### src/rtl/regfile_pkg.sv
// Shared definitions for the register-file write arbiter.
// Widths, register count, FSM states and requester IDs.
package regfile_pkg;

    localparam int DEF_ADDR_W = 5;
    localparam int DEF_DATA_W = 32;
    localparam int NUM_REGS   = 32;
    localparam int CNT_W      = $clog2(NUM_REGS);

    typedef enum logic {
        ST_INIT = 1'b0,
        ST_RUN  = 1'b1
    } state_e;

    typedef enum logic {
        REQ_A = 1'b0,
        REQ_B = 1'b1
    } req_id_e;

endpackage

### src/rtl/regfile_write_arbiter_rr_arbiter2.sv
// Two-way round-robin grant; the last winner loses the next tie.
// last_grant only moves when a grant is actually taken.
module rr_arbiter2
    import regfile_pkg::*;
(
    input  logic clock,
    input  logic reset,
    input  logic enable,
    input  logic req_a,
    input  logic req_b,
    input  logic accept,
    output logic gnt_a,
    output logic gnt_b
);

    req_id_e last_q;
    req_id_e last_d;

    // Grant: a lone requester wins, a tie goes to the one not granted last
    always_comb begin
        gnt_a = 1'b0;
        gnt_b = 1'b0;
        if (enable) begin
            unique case (1'b1)
                (req_a && !req_b): gnt_a = 1'b1;
                (!req_a && req_b): gnt_b = 1'b1;
                (req_a && req_b): begin
                    gnt_a = (last_q == REQ_B);
                    gnt_b = (last_q == REQ_A);
                end
                default: ;
            endcase
        end
    end

    // Record the winner whenever a handshake completes
    always_comb begin
        last_d = last_q;
        if (accept) begin
            last_d = gnt_b ? REQ_B : REQ_A;
        end
    end

    // Priority register; resets to B so A wins the first tie
    always_ff @(posedge clock or negedge reset) begin
        if (!reset) begin
            last_q <= REQ_B;
        end else begin
            last_q <= last_d;
        end
    end

endmodule

### src/rtl/regfile_write_arbiter.sv
// Arbitrates ALU (A) and load (B) writeback onto the single RF write port.
// After reset it first fills register[i] = i for every entry.
module regfile_write_arbiter
    import regfile_pkg::*;
#(
    parameter int ADDR_W           = DEF_ADDR_W,
    parameter int DATA_W           = DEF_DATA_W,
    parameter int INIT_ON_RESET    = 1,
    parameter int ZERO_REG_PROTECT = 1
) (
    input  logic              clock,
    input  logic              reset,
    input  logic              req_a_valid,
    input  logic [ADDR_W-1:0] req_a_address,
    input  logic [DATA_W-1:0] req_a_data,
    output logic              req_a_ready,
    input  logic              req_b_valid,
    input  logic [ADDR_W-1:0] req_b_address,
    input  logic [DATA_W-1:0] req_b_data,
    output logic              req_b_ready,
    output logic [ADDR_W-1:0] rf_write_address,
    output logic [DATA_W-1:0] rf_write_data,
    output logic              rf_WriteEnable,
    output logic              init_done
);

    state_e            state_q;
    state_e            state_d;
    logic [CNT_W-1:0]  cnt_q;
    logic [CNT_W-1:0]  cnt_d;
    logic [ADDR_W-1:0] addr_q;
    logic [ADDR_W-1:0] addr_d;
    logic [DATA_W-1:0] data_q;
    logic [DATA_W-1:0] data_d;
    logic              we_q;
    logic              we_d;
    logic              init_done_q;
    logic              init_done_d;

    logic              gnt_a;
    logic              gnt_b;
    logic              accept;
    logic              last_cnt;
    logic [ADDR_W-1:0] sel_addr;
    logic [DATA_W-1:0] sel_data;

    rr_arbiter2 u_arb (
        .clock  (clock),
        .reset  (reset),
        .enable (init_done_q),
        .req_a  (req_a_valid),
        .req_b  (req_b_valid),
        .accept (accept),
        .gnt_a  (gnt_a),
        .gnt_b  (gnt_b)
    );

    assign req_a_ready = gnt_a;
    assign req_b_ready = gnt_b;
    assign accept      = gnt_a | gnt_b;
    assign last_cnt    = (cnt_q == CNT_W'(NUM_REGS - 1));
    assign sel_addr    = gnt_b ? req_b_address : req_a_address;
    assign sel_data    = gnt_b ? req_b_data : req_a_data;

    // State register; reset lands in init or skips straight to run
    always_ff @(posedge clock or negedge reset) begin
        if (!reset) begin
            state_q <= (INIT_ON_RESET != 0) ? ST_INIT : ST_RUN;
        end else begin
            state_q <= state_d;
        end
    end

    // Leave init once the last register has been issued
    always_comb begin
        state_d = state_q;
        unique case (state_q)
            ST_INIT: if (last_cnt) state_d = ST_RUN;
            ST_RUN:  state_d = ST_RUN;
        endcase
    end

    // Next values for the write port, init counter and done flag
    always_comb begin
        cnt_d       = cnt_q;
        addr_d      = addr_q;
        data_d      = data_q;
        we_d        = 1'b0;
        init_done_d = init_done_q;
        unique case (state_q)
            ST_INIT: begin
                addr_d = ADDR_W'(cnt_q);
                data_d = DATA_W'(cnt_q);
                we_d   = 1'b1;
                cnt_d  = cnt_q + CNT_W'(1);
            end
            ST_RUN: begin
                init_done_d = 1'b1;
                if (accept) begin
                    addr_d = sel_addr;
                    data_d = sel_data;
                    we_d   = !((ZERO_REG_PROTECT != 0) &&
                               (sel_addr == '0));
                end
            end
        endcase
    end

    // Output and counter registers
    always_ff @(posedge clock or negedge reset) begin
        if (!reset) begin
            cnt_q       <= '0;
            addr_q      <= '0;
            data_q      <= '0;
            we_q        <= 1'b0;
            init_done_q <= 1'b0;
        end else begin
            cnt_q       <= cnt_d;
            addr_q      <= addr_d;
            data_q      <= data_d;
            we_q        <= we_d;
            init_done_q <= init_done_d;
        end
    end

    assign rf_write_address = addr_q;
    assign rf_write_data    = data_q;
    assign rf_WriteEnable   = we_q;
    assign init_done        = init_done_q;

endmodule

### config.mk
export PLATFORM = sky130hd
export DESIGN_NAME = regfile_write_arbiter
export DESIGN_NICKNAME = d
export VERILOG_FILES = /design/src/rtl/regfile_pkg.sv /design/src/rtl/regfile_write_arbiter_rr_arbiter2.sv /design/src/rtl/regfile_write_arbiter.sv
export SDC_FILE = /design/constraint.sdc
export NUM_CORES = 1
export LEC_CHECK = 0
export CAP_MARGIN = 25
export CORE_MARGIN = 3
export CORE_UTILIZATION = 42
export CTS_CLUSTER_SIZE = 14
export DETAILED_ROUTE_END_ITERATION = 16
export PLACE_DENSITY_LB_ADDON = 0.15
export SYNTH_ARGS = -nofsm -noshare
export SYNTH_HDL_FRONTEND = slang
export SYNTH_SLANG_ARGS = --single-unit
### constraint.sdc
create_clock -name clock -period 4.2 [get_ports clock]
set_input_delay 0.63 -clock clock [delete_from_list [all_inputs] [get_ports clock]]
set_output_delay 0.63 -clock clock [all_outputs]
set_load 0.01 [all_outputs]
==> metrics.csv <==
metric,value,unit
synth_compound_area_share,12.3,%
rsz0062_at_grt,no,
path_common_cell,clkdlybuf4s50_1,
instances_no_fill,386,
final_area,3500,sq um
switching_share,26.0,%
cts_buffer_depth,2,
p_int,0.799,mW
grt_max_degree,47,
hold_path_class,input pin to asynchronous set/reset pin,
required,3.57,ns
worstSetupEndpointType,output port,
maxSlewHeadroom,57.1,%
drt-initial-drc-count,71,
die-height,78.3,um
dr.pass1.iters,4,
cts_inserted_buffers,5,
grt_pass1_wl,9650,um
max-cap-violations,0,
power_frac_comb,27.7,%
whs,0.167,ns
cts_tree,built,
fmax,0.380,GHz
cts_root_buffer,clkbuf_8,
drv_slew,0,
antenna_found_initial,0,
pwr-share-clk,25.2,%
min_period,2.63,ns
pre_cts_ws,1.56,ns
portBuffers,118,
insertion_delay,0.29,ns
via_count,1943,
pin_count,119,
synthDistinctLibCells,27,
setup-tns-final,0,ns
htree_levels,2,
diodes,0,
synth_top_family_by_area,multiplexers,
dp_hpwl,4320,um
drive_above_1_share,6.58,%
avgSynthCellArea,10.9,sq um
ir_worst_vdd,205,uV
core,4880,sq um
grt_usage,19.7,%
critPathLaunchType,input pin,
postPlaceCellArea,3390,sq um
finalClockSkew,0.00621,ns
synth_fa_ha_area_share,1.14,%
mostFrequentLayoutCells,"117 x clkdlybuf4s50_1, 45 x dfrtp_1, 38 x o21ai_1",
placementRows,25,
dp.cells,377,
final_util,71.7,%
crit_slowest_cell,clkdlybuf4s50_1,
synth-simple-area-share,10.8,%
synth_cells,202,
cp-startpoint,req_a_valid,
post-cts-setup-buffers,0,
routed_wl,5960,um
critical_path_buf_inv_count,3,
cp.arrival,2.00,ns
gp_congestion,0.736,
finalHoldViolations,0,
worstMarginPinSlew,0.643,ns
setup_viol,0,
ant_nets,0,
powerDensity,309,nW/um^2
layout_commonest_cell,clkdlybuf4s50_1,
numClockSinks,46,
die-area,6130,sq um
synth.area.mux_share,17.9,%
power_frac_seq,47.2,%
grt.overflow.total,0,
synth_nets,282,
synth-xor-area-share,1.20,%
crit_family,buffers and inverters,
clkTransAtPathRegs,0.08,ns
fin_ws,1.57,ns
power.switching,0.281,mW
ys_seq_elements,46,
postCtsResizedCells,0,
crit_path_cell_trace,"clkdlybuf4s50_1, nand2_1, nand3_2, inv_1, clkdlybuf4s50_1",
status,"finished, final reports clean",
netlist_area,2190,sq um
detail_route.wl_per_cell,15.4,um
critPathKind,input pin to output port,
vias_per_cell,5.03,
route.detailed.drc,0,
worst_path_largest_cell_delay,0.56,ns
yosysWarnings,0,
synth-seq-area-share,52.5,%
regToRegStartpoint,u_arb.last_q,
path_max_fanout,5,
period_share,62.7,%
ctsHoldBuffers,0,
grt_pass1_vias,1951,
die_x,78.3,um
nets,398,
syn2layout_area_growth,59.4,%
p_total,1.08,mW
start_util,44.9,%
p_leak,1.54,nW
-- layer usage --
| layer | global-route usage [%] | wire [um] |
|---|---|---|
| met5 | 0 | 0 |
| met4 | 5.24 | 74 |
| met1 | 24.7 | 2500 |
| met3 | 7.34 | 574 |
| met2 | 32.2 | 2820 |
-- cell families (layout without fill, tap and decap cells) --
group	Yosys count	after routing
AND/OR/NAND/NOR	46	46
XOR/XNOR	3	3
buffers and inverters	14	131
adder cells (fa/ha/maj)	2	2
AO/OA/AOI/OAI	52	52
multiplexers	39	39
flip-flops	46	46
-- power by group through the flow --
| stage | Sequential (mW) | Clock, mW | Combinational, mW |
|---|---|---|---|
| global placement | 0.516 | 0 | 0.294 |
| global route | 0.515 | 0.300 | 0.322 |
| floorplan | 0.537 | 0 | 0.0912 |
| detailed placement | 0.518 | 0 | 0.300 |
| finish | 0.509 | 0.272 | 0.299 |
| CTS | 0.509 | 0.282 | 0.300 |
-- worst register-to-register path: cells and delay by family, from the launching register on --
kind | cells | cell delay [ns]
mux | 1 | 0.32
buf+inv | 1 | 0.54
simple gates | 2 | 0.16
compound gates | 1 | 0.09
flops | 1 | 0.57
-- synth_stat cells --
master    number  area, sq um
and2_4         1         8.76
nor4_2         1         12.5
nor3_2         1         10.0
xnor2_1        3         26.3
nand2b_1       1         6.26
mux2_2         2         22.5
a21oi_1       12         60.1
dfstp_2        1         26.3
nand3_2        1         10.0
ha_1           2         25.0
buf_4          4         30.0
buf_6          2         22.5
mux2i_1       37          370
or4b_1         1         10.0
and4b_1        1         10.0
or2_2          2         12.5
nand3_1        1         5.00
nand2_1       29          109
a31oi_1        1         6.26
buf_2          6         30.0
inv_1          2         7.51
nor2b_1        5         31.3
and3_1         1         6.26
o211ai_2       1         12.5
o21ai_1       38          190
dfrtp_1       45         1130
nor4_1         1         6.26
-- path summary, 6_finish.rpt --
kind | depth (start not counted) | to | slack (ns)
setup / recovery | 5 | req_b_ready | 1.57
hold / removal | 1 | rf_write_data[20] | 0.17
setup reg to reg | 5 | rf_write_data[21] | 2.40
hold reg to reg | 2 | rf_write_data[30] | 0.49
max in group asynchronous | 2 | u_arb.last_q | 3.53
min in group clock | 2 | rf_write_data[30] | 0.49
-- state kept, by name (all words and copies together), names as in the netlist --
| name | flops |
|---|---|
| rf_write_data | 32 |
| cnt_q | 5 |
| rf_write_address | 5 |
| init_done | 1 |
| rf_WriteEnable | 1 |
| state_q | 1 |
| u_arb.last_q | 1 |
-- cell type report --
cell class | count | area, sq um
repair buffers | 121 | 1210
clock inverters | 1 | 5.00
fillers | 395 | 1380
clock buffers | 7 | 86.3
inverters | 2 | 7.51
multi-input cells | 142 | 951
well taps | 67 | 83.8
flip-flops and latches | 46 | 1150
Note: power is estimated with default switching activity, not from simulation.
